<file path="src/rtl/seg7_pkg.sv">
// rtl/seg7_pkg.sv - shared BCD digit and 7-segment constants for the display path
package seg7_pkg;

  localparam int DIGIT_W = 4;
  localparam logic [DIGIT_W-1:0] DIGIT_MAX = 4'd9;

  localparam int SEG_W = 7;
  // Active-high segments, bit order {g,f,e,d,c,b,a}.
  localparam logic [SEG_W-1:0] SEG_0     = 7'h3F;
  localparam logic [SEG_W-1:0] SEG_1     = 7'h06;
  localparam logic [SEG_W-1:0] SEG_2     = 7'h5B;
  localparam logic [SEG_W-1:0] SEG_3     = 7'h4F;
  localparam logic [SEG_W-1:0] SEG_4     = 7'h66;
  localparam logic [SEG_W-1:0] SEG_5     = 7'h6D;
  localparam logic [SEG_W-1:0] SEG_6     = 7'h7D;
  localparam logic [SEG_W-1:0] SEG_7     = 7'h07;
  localparam logic [SEG_W-1:0] SEG_8     = 7'h7F;
  localparam logic [SEG_W-1:0] SEG_9     = 7'h6F;
  localparam logic [SEG_W-1:0] SEG_BLANK = 7'h00;

  function automatic logic [SEG_W-1:0] seg7_encode(input logic [DIGIT_W-1:0] digit);
    case (digit)
      4'd0:    return SEG_0;
      4'd1:    return SEG_1;
      4'd2:    return SEG_2;
      4'd3:    return SEG_3;
      4'd4:    return SEG_4;
      4'd5:    return SEG_5;
      4'd6:    return SEG_6;
      4'd7:    return SEG_7;
      4'd8:    return SEG_8;
      4'd9:    return SEG_9;
      default: return SEG_BLANK;
    endcase
  endfunction

endpackage

</file>
<file path="src/rtl/btn_debounce.sv">
// rtl/btn_debounce.sv - push-button synchronizer, stability filter and press detector
module btn_debounce #(
  parameter int DEB_CYCLES = 1_000_000
) (
  input  logic clk,
  input  logic rst,
  input  logic din,
  output logic level,
  output logic rise
);

  localparam int CW = $clog2(DEB_CYCLES);

  logic          sync1_q, sync2_q;
  logic          level_q, level_d;
  logic          rise_q, rise_d;
  logic [CW-1:0] cnt_q, cnt_d;

  // The counter only runs while the synchronized input disagrees with the accepted level.
  always_comb begin
    cnt_d   = '0;
    level_d = level_q;
    rise_d  = 1'b0;
    if (sync2_q != level_q) begin
      if (cnt_q == CW'(DEB_CYCLES - 1)) begin
        level_d = sync2_q;
        rise_d  = sync2_q;
      end else begin
        cnt_d = cnt_q + 1'b1;
      end
    end
  end

  always_ff @(posedge clk or posedge rst) begin
    if (rst) begin
      sync1_q <= 1'b0;
      sync2_q <= 1'b0;
      level_q <= 1'b0;
      rise_q  <= 1'b0;
      cnt_q   <= '0;
    end else begin
      sync1_q <= din;
      sync2_q <= sync1_q;
      level_q <= level_d;
      rise_q  <= rise_d;
      cnt_q   <= cnt_d;
    end
  end

  assign level = level_q;
  assign rise  = rise_q;

endmodule

</file>
<file path="src/rtl/bcd_tick_counter.sv">
// rtl/bcd_tick_counter.sv - prescaled two-digit BCD up/down counter with pause button
module bcd_tick_counter
  import seg7_pkg::*;
#(
  parameter int CLK_HZ     = 50_000_000,
  parameter int TICK_HZ    = 1,
  parameter int WRAP       = 99,
  parameter int DEB_CYCLES = 1_000_000
) (
  input  logic               clk,
  input  logic               rst,
  input  logic               en,
  input  logic               up_dn,
  input  logic               clr,
  input  logic               btn_pause,
  output logic [DIGIT_W-1:0] ones,
  output logic [DIGIT_W-1:0] tens,
  output logic               tick,
  output logic               wrap,
  output logic               running
);

  localparam int DIV = CLK_HZ / TICK_HZ;
  localparam int PW  = $clog2(DIV);
  localparam logic [DIGIT_W-1:0] WRAP_TENS = DIGIT_W'(WRAP / 10);
  localparam logic [DIGIT_W-1:0] WRAP_ONES = DIGIT_W'(WRAP % 10);

  logic [PW-1:0]      pre_q, pre_d;
  logic [DIGIT_W-1:0] ones_q, ones_d, tens_q, tens_d;
  logic               tick_q, tick_d, wrap_q, wrap_d, running_q, running_d;
  logic               term, at_wrap, at_zero;
  logic               btn_level, btn_rise;

  btn_debounce #(.DEB_CYCLES(DEB_CYCLES)) u_btn_debounce (
    .clk   (clk),
    .rst   (rst),
    .din   (btn_pause),
    .level (btn_level),
    .rise  (btn_rise)
  );

  assign term    = en && (pre_q == PW'(DIV - 1));
  assign at_wrap = (tens_q == WRAP_TENS) && (ones_q == WRAP_ONES);
  assign at_zero = (tens_q == '0) && (ones_q == '0);

  always_comb begin
    pre_d = pre_q;
    if (clr || term) begin
      pre_d = '0;
    end else if (en) begin
      pre_d = pre_q + 1'b1;
    end
  end

  // clr outranks a step; the step itself sees the run flag from before this edge.
  always_comb begin
    ones_d    = ones_q;
    tens_d    = tens_q;
    tick_d    = term && !clr;
    wrap_d    = 1'b0;
    running_d = running_q ^ (btn_rise & btn_level);
    if (clr) begin
      ones_d = '0;
      tens_d = '0;
    end else if (term && running_q) begin
      if (up_dn) begin
        if (at_wrap) begin
          ones_d = '0;
          tens_d = '0;
          wrap_d = 1'b1;
        end else if (ones_q == DIGIT_MAX) begin
          ones_d = '0;
          tens_d = tens_q + 4'd1;
        end else begin
          ones_d = ones_q + 4'd1;
        end
      end else begin
        if (at_zero) begin
          ones_d = WRAP_ONES;
          tens_d = WRAP_TENS;
          wrap_d = 1'b1;
        end else if (ones_q == '0) begin
          ones_d = DIGIT_MAX;
          tens_d = tens_q - 4'd1;
        end else begin
          ones_d = ones_q - 4'd1;
        end
      end
    end
  end

  always_ff @(posedge clk or posedge rst) begin
    if (rst) begin
      pre_q     <= '0;
      ones_q    <= '0;
      tens_q    <= '0;
      tick_q    <= 1'b0;
      wrap_q    <= 1'b0;
      running_q <= 1'b1;
    end else begin
      pre_q     <= pre_d;
      ones_q    <= ones_d;
      tens_q    <= tens_d;
      tick_q    <= tick_d;
      wrap_q    <= wrap_d;
      running_q <= running_d;
    end
  end

  assign ones    = ones_q;
  assign tens    = tens_q;
  assign tick    = tick_q;
  assign wrap    = wrap_q;
  assign running = running_q;

endmodule

</file>
<file path="config.mk">
export PLATFORM = sky130hd
export DESIGN_NAME = bcd_tick_counter
export DESIGN_NICKNAME = d
export VERILOG_FILES = /design/src/rtl/seg7_pkg.sv /design/src/rtl/btn_debounce.sv /design/src/rtl/bcd_tick_counter.sv
export SDC_FILE = /design/constraint.sdc
export NUM_CORES = 1
export LEC_CHECK = 0
export CELL_PAD_IN_SITES_DETAIL_PLACEMENT = 1
export CELL_PAD_IN_SITES_GLOBAL_PLACEMENT = 2
export CORE_UTILIZATION = 35
export CTS_CLUSTER_SIZE = 14
export DETAILED_ROUTE_END_ITERATION = 8
export PLACE_DENSITY = 0.73
export SYNTH_ARGS = -nofsm -noshare
export SYNTH_HDL_FRONTEND = slang
export SYNTH_SLANG_ARGS = --single-unit
</file>
<file path="constraint.sdc">
create_clock -name clk -period 2.43 [get_ports clk]
set_clock_uncertainty 0.15 [all_clocks]
set_input_delay 0.243 -clock clk [delete_from_list [all_inputs] [get_ports clk]]
set_output_delay 0.243 -clock clk [all_outputs]
set_load 0.05 [all_outputs]
</file>
# Word level (Yosys, flattened, before mapping)
# Index checks and enable logic that the tools add are counted.
[classes]
addsub = 6
reduce_logical = 14
bitwise = 2
muxes = 25
eq_ne = 6
[op_table]
columns = ["cell", "n"]
rows = [
  ["4-bit two-way mux", 14],
  ["26-bit two-way mux", 2],
  ["20-bit two-way mux", 2],
  ["26-bit by 1-bit adder with 26-bit output (second input constant)", 1],
  ["26-bit equality test (second input constant)", 1],
  ["20-bit by 1-bit adder with 20-bit output (second input constant)", 1],
  ["20-bit equality test (second input constant)", 1],
  ["4-bit by 1-bit adder with 4-bit output (second input constant)", 2],
  ["4-bit equality test (second input constant)", 2],
  ["4-bit zero test", 2],
  ["4-bit by 1-bit subtractor with 4-bit output (second input constant)", 2],
  ["1-bit two-way mux", 7],
  ["1-bit logical AND", 5],
  ["4-bit by 1-bit != test with 1-bit output (second input constant)", 1],
  ["2-bit nonzero test", 2],
  ["4-bit nonzero test", 1],
  ["3-bit AND reduction", 1],
  ["2-bit AND reduction", 1],
  ["1-bit AND", 1],
  ["1-bit zero test", 1],
  ["1-bit logical OR", 1],
  ["1-bit != test", 1],
  ["1-bit bitwise XOR", 1],
]
[totals]
elab_cells = 64
regBits = 61
output_inout_bits = 11
input_bits = 6

# Depth between registers and ports, before layout
[logic_depth]
ltp_word = 6
depth_mapped = 8
mapped_depth_nobuf = 7

# Modules after synthesis
# A second synthesis with hierarchy kept.
[unflattened]
hier_cells = 342
hier_area_um2 = 3365.7
[modules_own_cells]
columns = ["module", "cells_per_inst", "area_each_um2", "n_inst", "seq_area_each_um2"]
rows = [
  ["bcd_tick_counter", 234, 2177.1, 1, 927.1],
  ["btn_debounce", 108, 1188.6, 1, 600.6],
]

# Worst setup path before layout
# Ideal clock, no wire load.
[synth_timing]
kind = "reg-to-reg"
start = "register pre_q[16]"
end = "register tens_q[0], in the netlist tens[0]"
period_less_slack_ps = 2346
slack_ps = 84
setup_ps = 132
arrival_time_ps = 2064
path_buffers = 1
required_ps = 2148
stages_incl_launch_ff = 7
path_cell_list = "dfrtp_1 -> buf_6 -> or4_4 -> or4_4 -> nor3_4 -> mux2i_1 -> nor2_1"
[synth_via]
elab_chain_cells = 5
[synth_rtl]
columns = ["element", "line", "rtl"]
rows = [
  ["start: declaration", "bcd_tick_counter.sv:28", "logic [PW-1:0] pre_q, pre_d;"],
  ["start signal: assignment", "bcd_tick_counter.sv:101", "pre_q <= pre_d;"],
  ["26-bit equality test", "bcd_tick_counter.sv:42", "assign term = en && (pre_q == PW'(DIV - 1));"],
  ["1-bit logical AND", "bcd_tick_counter.sv:42", ""],
  ["1-bit logical AND", "bcd_tick_counter.sv:65", "end else if (term && running_q) begin"],
  ["2-bit nonzero test (no source line)", "n/a", ""],
  ["3-bit AND reduction (no source line)", "n/a", ""],
  ["end signal: assignment", "bcd_tick_counter.sv:103", "tens_q <= tens_d;"],
  ["end: declaration", "bcd_tick_counter.sv:29", "logic [DIGIT_W-1:0] ones_q, ones_d, tens_q, tens_d;"],
]
# No other way between the ends.
# A chain may end at the register's enable or synchronous reset.

# Final worst setup path
[layout_timing]
start = "register pre_q[11]"
end = "register ones_q[2], in the netlist ones[2]"
[layout_via]
elab_chain_cells = 4
[layout_rtl]
columns = ["element", "line", "rtl"]
rows = [
  ["26-bit equality test", "bcd_tick_counter.sv:42", ""],
  ["1-bit logical AND", "bcd_tick_counter.sv:42", ""],
  ["1-bit logical AND", "bcd_tick_counter.sv:65", ""],
  ["2-bit nonzero test (no source line)", "n/a", ""],
  ["end signal: assignment", "bcd_tick_counter.sv:102", "ones_q <= ones_d;"],
  ["end: declaration", "bcd_tick_counter.sv:29", ""],
]
# No other way between the ends.

==> metrics.md <==
| Metric | Value |
|---|---|
| Pleak | 1.63 nW |
| FMAX | 0.433 GHz |
| Post-route cell area | 3920 µm² |
| Placed cell area | 3680 µm² |
| Crit Path Max Fanout | 9 |
| First-pass GRT wire length | 13500 µm |
| Status | completed |
| Die area | 9840 µm² |
| # IOs | 17 |
| DR vias/cell | 5.26 |
| Number of cell rows | 35 |
| TritonCTS clock tree | done |
| Routed WL | 7570 µm |
| Diode count | 0 |
| H-tree level count | 3 |
| Most frequent cells in the layout | 68 x nor2_1, 60 x dfrtp_1, 23 x xnor2_1, 23 x xor2_1, 20 x nand2_1 |
| XOR/XNOR Fraction of Synth Area | 12.2% |
| Final min period | 2.31 ns |
| WP data required | 2.53 ns |
| Crit path launch type | flip-flop |
| Drt drc | 0 |
| Number of distinct library cells after synthesis | 49 |
| Iter 0 DRT Violations | 46 |
| Hold-fix buffers at CTS | 0 |
| Largest family of logic cells by synthesized area | simple AND/OR/NAND/NOR gates |
| Syn Area/Cell | 9.53 µm² |
| DP HPWL | 5270 µm |
| Die width | 99.2 µm |
| Net count, final | 390 |
| Post-synth ARST share | 100% |
| Setup crit start | pre_q[11]$_DFFE_PP0P_ |
| CTS root buffer | clkbuf_8 |
| Max Root-Sink Buffers | 2 |
| Reg-to-Reg Start | pre_q[11]$_DFFE_PP0P_ |
| Synth Area in Compound Gates | 4.73% |
| Period utilization | 95.0% |
| TritonCTS buffer count | 9 |
| Total negative slack | 0 ns |
| Die height | 99.2 µm |
| Final slew viol count | 0 |
| Commonest non-fill, non-tap cell in the layout | nor2_1 |
| Core Area | 9200 µm² |
| Fraction of layout cells with a size suffix above 1 | 10.5% |
| Synth Area in Adders | 3.40% |
| Cell Area, Synth | 3310 µm² |
| Post-synthesis simple-gate area fraction | 29.1% |
| Buffers added on ports | 16 |
| Max-cap violations | 0 |
| Setup Buffers After CTS | 0 |
| Synth Register Bits | 61 |
| Slew HR | 65.6% |
| Crit Path Category | flip-flop to flip-flop |
| Area delta synth->final | 18.6% |
| Post-DR wirelength/cell | 15.4 µm |
| Syn_nets | 362 |
| Pin count of the biggest net entering global routing | 62 |
| Clock Sinks | 61 |
| RD Place Congestion | 0.756 |
| Cell taking the most area after synthesis | dfrtp_1 |
| Final setup violation count | 0 |
| Critical path endpoint category | flip-flop |
| Post-synth top flop | dfrtp_1 |
| Number of synthesized flops with an enable pin | 0 |
| RSZ-0062 raised after global routing | false |
| Post-synthesis mux area share | 1.85% |
| PostCTS Resize Cnt | 0 |
| Initial antenna violation count | 0 |
| CTS clock-pin slew for the worst setup and hold paths | 0.07 ns |
| Hold Crit Class | primary input to asynchronous set/reset pin |
| Worst path arrival time | 2.41 ns |
| Peak supply drop | 0.233 mV |
| Worst-margin pin slew | 0.511 ns |
| Synthesized instance count | 347 |
| Vias in the first global route | 2704 |
| Top cell type's share of synthesized area | 45.4% |
| Routed Antenna Nets | 0 |
| Initial Utilization | 36.0% |
| Initial DRT Pass Iterations | 4 |
| Seq/Total Area, Yosys | 46.2% |
| Worst skew pair latency | 0.33 ns |
| GRT Total Usage | 17.1% |
| Via count | 2583 |
| Synth warn | 0 |
| Remaining Overflow, GRT | 0 |
| Power Dens Cells | 575 nW/µm² |
| Area contributors post-synth | dfrtp_1 45%, nor2_1 7.7%, xnor2_1 6.1% |
| Hold Fails Final Rpt | 0 |
==> layer usage <==
metal | GRT usage [%] | up-vias | wire, µm
li1 | - | 1264 | -
met1 | 23.2 | 1287 | 3820
met2 | 28.0 | 25 | 3510
met3 | 3.02 | 7 | 154
met4 | 5.43 | 0 | 85
met5 | 0 | - | 0
==> state kept, by name, summed over array words and instances (netlist names) <==
name and cells:
wrap 1, pre_q 26, u_btn_debounce.level 1, u_btn_debounce.cnt_q 20, u_btn_debounce.sync2_q 1, u_btn_debounce.rise 1
u_btn_debounce.sync1_q 1, ones 4, tick 1, running 1, tens 4
==> worst max-delay path: stages (launching register included) <==
cell     delay [ns]
dfrtp_1        0.41
or4_4          0.54
nor4_2         0.28
nand4_2        0.29
or3_1          0.42
a21oi_1        0.14
==> per-stage QoR <==
step           utilization (%)  worst slack, ns  hold slack (ns)  instances  total power, mW
6_report                  42.7            0.122            0.137        491             2.26
5_1_grt                   42.7          0.00994            0.198        491             2.33
4_1_cts                   42.7           0.0590            0.155        491             2.29
3_5_place_dp              40.0           0.0725            0.189        475             1.15
3_3_place_gp              40.0            0.138            0.198        475             1.15
2_1_floorplan                -           0.0843            0.124        347             1.11
==> cells in the mapped netlist (4+ instances only) <==
master    instances
xnor2_1          23
nor4_1            8
nand4_1          17
nand2_1          20
a21oi_1           6
mux2i_1           5
inv_1             8
and4_1            6
ha_1              9
and3_1            6
a211oi_1          4
nor2_1           68
dfrtp_1          60
clkbuf_1         10
xor2_1           23
and2_1            4
nor3_1           12
nand3_1          18
==> area by class of cell <==
class | count | area, µm²
timing repair buffer | 29 | 283
clock inverter | 6 | 110
tap | 111 | 139
fill | 1055 | 5270
inverter | 8 | 30.0
sequential | 61 | 1530
multi-input combinational | 266 | 1700
clock buffer | 10 | 138
==> final timing paths <==
kind	cells after the start	end	slack (ns)
setup / recovery	5	ones[2]$_DFFE_PP0P_	0.12
hold reg to reg	0	u_btn_debounce.sync2_q$_DFF_PP0_	0.21
min in group clk	1	u_btn_debounce.sync1_q$_DFF_PP0_	0.19
max in group asynchronous	3	running$_DFF_PP1_	1.67
hold / removal	3	u_btn_debounce.cnt_q[3]$_DFF_PP0_	0.14
setup reg to reg	5	ones[2]$_DFFE_PP0P_	0.12
==> cells by family after synthesis <==
group,Yosys count
flops,61
simple gates,182
xor+xnor,46
mux,6
compound gates,23
fa+ha+maj,9
buf+inv,20
==> power breakdown <==
group,total [mW],switching (mW),internal (mW)
combinational,0.0951,0.0608,0.0343
clock,1.13,0.418,0.707
sequential,1.04,0.0115,1.02
total,2.26,0.490,1.77
Power figures use the tool's default switching activity.
==> RTL change 1: new RTL, same settings <==
Put one more register stage on the output `running`. The value now appears one clock later. The other outputs are not delayed to match.
--- a/src/rtl/bcd_tick_counter.sv
+++ b/src/rtl/bcd_tick_counter.sv
@@ -111,7 +111,9 @@
   assign tens    = tens_q;
   assign tick    = tick_q;
   assign wrap    = wrap_q;
-  assign running = running_q;
+  always_ff @(posedge clk) begin
+    running <= running_q;
+  end
 
 endmodule
 
Check against the original RTL: no difference found for any inputs over 10 cycles, from zero or initial values and one cycle with rst high; that may be too few to reach the edited logic, so the function may still have changed.
==> RTL change 1 against the unedited design <==
  * Design area rose by 0.92%
  * Sequential cell count is 1 higher
  * Wire length fell by 2.0%
  * Setup slack gained 0.040 ns
  * Combinational power fell by 1%
  * Synthesized area rose by 0.61%
  * Total power down 2.1%
==> RTL change 1: results (changes against the unedited design) <==
status completed; layout cells sized above 1 0.105 (-0.000551); fillers 1062 (+0.66%); final estimated routing congestion in global placement 0.722 (-4.5%); Final Non-Filler Cells 511 (+4.1%); Async SR Flop Fraction 0.984 (-0.0161); Warnings, synthesis 0 (unchanged); crit path DAT 2.34 ns (-0.07 ns); Reg2Reg Setup Slack 0.16 ns (+0.04 ns); top-count cell post-synth nor2_1; worst hold margin 0.119 ns (-0.0179 ns); top flop regs pre_q: 26 flops, u_btn_debounce.cnt_q: 20 flops; worst rel slew slack 0.646 (-0.00992); Post-CTS Setup Bufs 0 (unchanged); first-pass GRT wire length 13000 um (-3.7%); r2r worst-path depth 5 (unchanged); GRT overflow 0 (unchanged); class of the worst hold path primary input to asynchronous set/reset pin; Critical Path Sink tens[1]; total CTS buffers 9 (unchanged); post-DP HPWL 5130 um (-2.6%); Tot GR Track Use 0.167 (-0.00397); Unique masters post-synth 50 (+2.0%); Syn Nets 363 (+0.28%); Port Buffer Count 16 (unchanged); vias 2566 (-0.66%); Nets 392 (+0.51%); syn_area_per_cell 9.56 um2 (+0.32%); CP max FO 4 (-5); DR WL/cell 14.5 um (-5.9%); antenna violations before repair 0 (unchanged); pin count of the biggest net entering global routing 62 (unchanged); post-synthesis sequential area ratio 0.465 (+0.00324); synth top area cells dfrtp_1 (45%), nor2_1 (7.7%), xnor2_1 (6.1%); Setup CP Type flop to flop; ys flop type dfrtp_1; Worst VDD drop 0.265 mV (+14%); drt pass-1 iters 4 (unchanged); Post-Place Cells 495 (+4.2%); Commonest cells post-synth nor2_1 (68), dfrtp_1 (60), xnor2_1 (23), xor2_1 (23), nand2_1 (20); CTS root buf clkbuf_8; Initial DRC Count 104 (+130%); Post-DP Area 3730 um2 (+1.4%); area delta synth->final 19.0%; fin crit share 0.933 (-0.0166); clock slew at reported path FFs 0.07 ns (about the same); Leakage 1.65 nW (+0.74%); worst slack at placement 0.104 ns (+0.0314 ns)
[RTL change 1: changes by cell type in the layout (fill, tap and decap cells not counted), sizes merged]
| cell | delta |
|---|---|
| clkbuf | +3 |
| clkinvlp | -2 |
| buf | +1 |
| bufinv | -1 |
| dfxtp | +1 |
[RTL change 1: cell families (layout without fill, tap and decap cells)]
group | Yosys count | count (layout) | share of synthesized area
compound gates | 23 | 23 | 0.0470
xor+xnor | 46 | 46 | 0.121
mux | 6 | 6 | 0.0184
flops | 62 | 62 | 0.465
simple gates | 182 | 182 | 0.289
buf+inv | 20 | 54 | 0.0252
fa+ha+maj | 9 | 9 | 0.0338
[RTL change 1: area by class of cell]
| class | instances | area share |
|---|---|---|
| inverter | 8 | 0.00758 |
| tap | 129 | 0.0408 |
| clock buffer | 13 | 0.0427 |
| sequential | 62 | 0.391 |
| clock inverter | 3 | 0.0164 |
| multi-input combinational | 266 | 0.428 |
| timing repair buffer | 30 | 0.0733 |
[RTL change 1: what timing repair did]
| action | CTS | global route |
|---|---|---|
| hold buffers | 0 | 0 |
| endpoints found under the setup margin | 0 | 1 |
| gates resized for setup | 0 | 0 |
[RTL change 1: worst max-delay path, cell delays in order, from the launching register on]
cell	delay, ns
dfrtp_1	0.41
or4_4	0.54
or4_4	0.55
nor3_4	0.23
mux2i_1	0.22
nor2_1	0.05
[RTL change 1: where the power goes]
part	switching, mW	internal [mW]
registers	0.0126	1.04
logic	0.0597	0.0343
clock network	0.401	0.661
total	0.473	1.74
[RTL change 1: routing by layer]
metal  share of wire  up-vias  track usage  routed length, um
met1            0.53     1256        0.243               3960
met5               0        -            0                  0
met3           0.022       12       0.0281                160
li1                -     1267            -                  -
met2            0.43       31        0.246               3170
met4           0.017        0       0.0713                127
==> RTL change 2: new RTL, same settings <==
Made on the original files. Change the package constant `DIGIT_W` from 4 to 6.
--- a/src/rtl/seg7_pkg.sv
+++ b/src/rtl/seg7_pkg.sv
@@ -1,7 +1,7 @@
 // rtl/seg7_pkg.sv - shared BCD digit and 7-segment constants for the display path
 package seg7_pkg;
 
-  localparam int DIGIT_W = 4;
+  localparam int DIGIT_W = 6;
   localparam logic [DIGIT_W-1:0] DIGIT_MAX = 4'd9;
 
   localparam int SEG_W = 7;
Ports: changed (resized ones and tens); port bits go from 17 to 21. No check against the original RTL was run, so the function may have changed too.
==> RTL change 2 against the unedited design <==
  * Synthesized cell count up 12%
  * Setup slack worse by 0.038 ns
  * Wire length up 22%
  * Combinational power up 14%
  * Sequential cell count up 4
  * Design area up 13%
  * Non-clock buffer count up 23
  * Synthesized area up 11%
  * Hold slack better by 0.011 ns
  * Total power down 0.82%
  * Critical path type unchanged
  * Highest routed layer unchanged
==> RTL change 2: results (changes against the unedited design) <==
status completed; via/cell ratio 5.27 (about the same); r2r worst-path depth 8 (+3); Post-Place Cells 551 (+16%); worst rel slew slack 0.623 (-0.0329); first-pass GRT wire length 16100 um (+20%); Post-DP Area 4160 um2 (+13%); vias in the first global route 3207 (+19%); Commonest cells post-synth dfrtp_1 (64), nor2_1 (63), xor2_1 (26); Tot GR Track Use 0.186 (+0.0150); post-synthesis mux area share 0.0147 (-0.00385); Port Buffer Count 20 (+4); Synth Area in Compound Gates 0.0741 (+0.0268); Nets 449 (+15%); Syn Nets 404 (+12%); synth top area cells dfrtp_1 (44%), nor2_1 (6.5%), xor2_1 (6.2%); syn_area_per_cell 9.42 um2 (-1.2%); Unique masters post-synth 50 (+2.0%); final estimated routing congestion in global placement 0.821 (+8.6%); Leakage 1.84 nW (+13%); Synth Area in XOR/XNOR 0.110 (-0.0119); layout cells sized above 1 0.150 (+0.0451); CP max FO 6 (-3); pin count of the biggest net entering global routing 66 (+6.5%); slowest CP cell or4_4; post-synthesis sequential area ratio 0.444 (-0.0176); adder and majority cell fraction of the synthesized area 0.0307 (-0.00331); Final Non-Filler Cells 572 (+16%); CTS root buf clkbuf_8; clk_lat worst skew 0.35 ns (+0.02 ns)
RTL change 2: changes by cell type in the layout (fill, tap and decap cells not counted), sizes merged, moves of 5 or more:
cell and delta:
buf +19, nand3 +7, and4 +5, nand2 +5, nor2 -5, nor4 +5
nor4b +5
RTL change 2: power by group:
| part | switching [mW] | internal (mW) | leakage (nW) | total (mW) |
|---|---|---|---|---|
| clock | 0.425 | 0.605 | 0.113 | 1.03 |
| sequential | 0.00918 | 1.09 | 0.896 | 1.10 |
| combinational | 0.0668 | 0.0411 | 0.834 | 0.108 |
RTL change 2: cells by family after synthesis:
kind of cell / after synthesis
compound gates: 36
simple gates: 198
xor+xnor: 46
flops: 65
buf+inv: 30
fa+ha+maj: 9
mux: 5
RTL change 2: metal layers:
| metal | part of all wire | wire length [um] | global-route usage |
|---|---|---|---|
| met5 | 0 | 0 | 0 |
| met4 | 0.015 | 138 | 0.0786 |
| met3 | 0.024 | 221 | 0.0294 |
| met2 | 0.48 | 4430 | 0.290 |
| met1 | 0.48 | 4470 | 0.255 |
RTL change 2: final timing paths:
path,endpoint,start,slack [ns]
max reg2reg,tens[4],pre_q[1],0.08
min reg2reg,u_btn_debounce.sync2_q,u_btn_debounce.sync1_q,0.22
min,u_btn_debounce.sync1_q,rst,0.15
max,tens[4],pre_q[1],0.08
min in group clk,u_btn_debounce.sync1_q,btn_pause,0.19
max in group asynchronous,running,rst,1.67
RTL change 2: stage by stage:
stage                     power [mW]  utilization  setup TNS, ns
after CTS                       2.27        0.440              0
after floorplan                 1.18            -              0
after global placement          1.22        0.418        -0.0549
after global routing            2.34        0.446        -0.0115
final                           2.24        0.446              0
after detailed placement        1.22        0.418         -0.172
RTL change 2: repair_timing:
action | 4_1_cts | 5_1_grt
endpoints found under the setup margin | 0 | 4
resized for setup | 0 | 7
buffers inserted | 0 | 5
RTL change 2: final cells by class:
cell class | count | area (um2) | share of cell area
Multi-Input combinational cell | 294 | 1920 | 0.433
Tap cell | 133 | 166 | 0.0375
Sequential cell | 65 | 1630 | 0.366
Clock buffer | 11 | 141 | 0.0318
Inverter | 12 | 45.0 | 0.0101
Clock inverter | 5 | 78.8 | 0.0177
Timing Repair Buffer | 52 | 460 | 0.104
RTL change 2: worst min-delay path: cells and delay by family:
kind	cells	cell delay (ns)
buffers and inverters	3	0.80
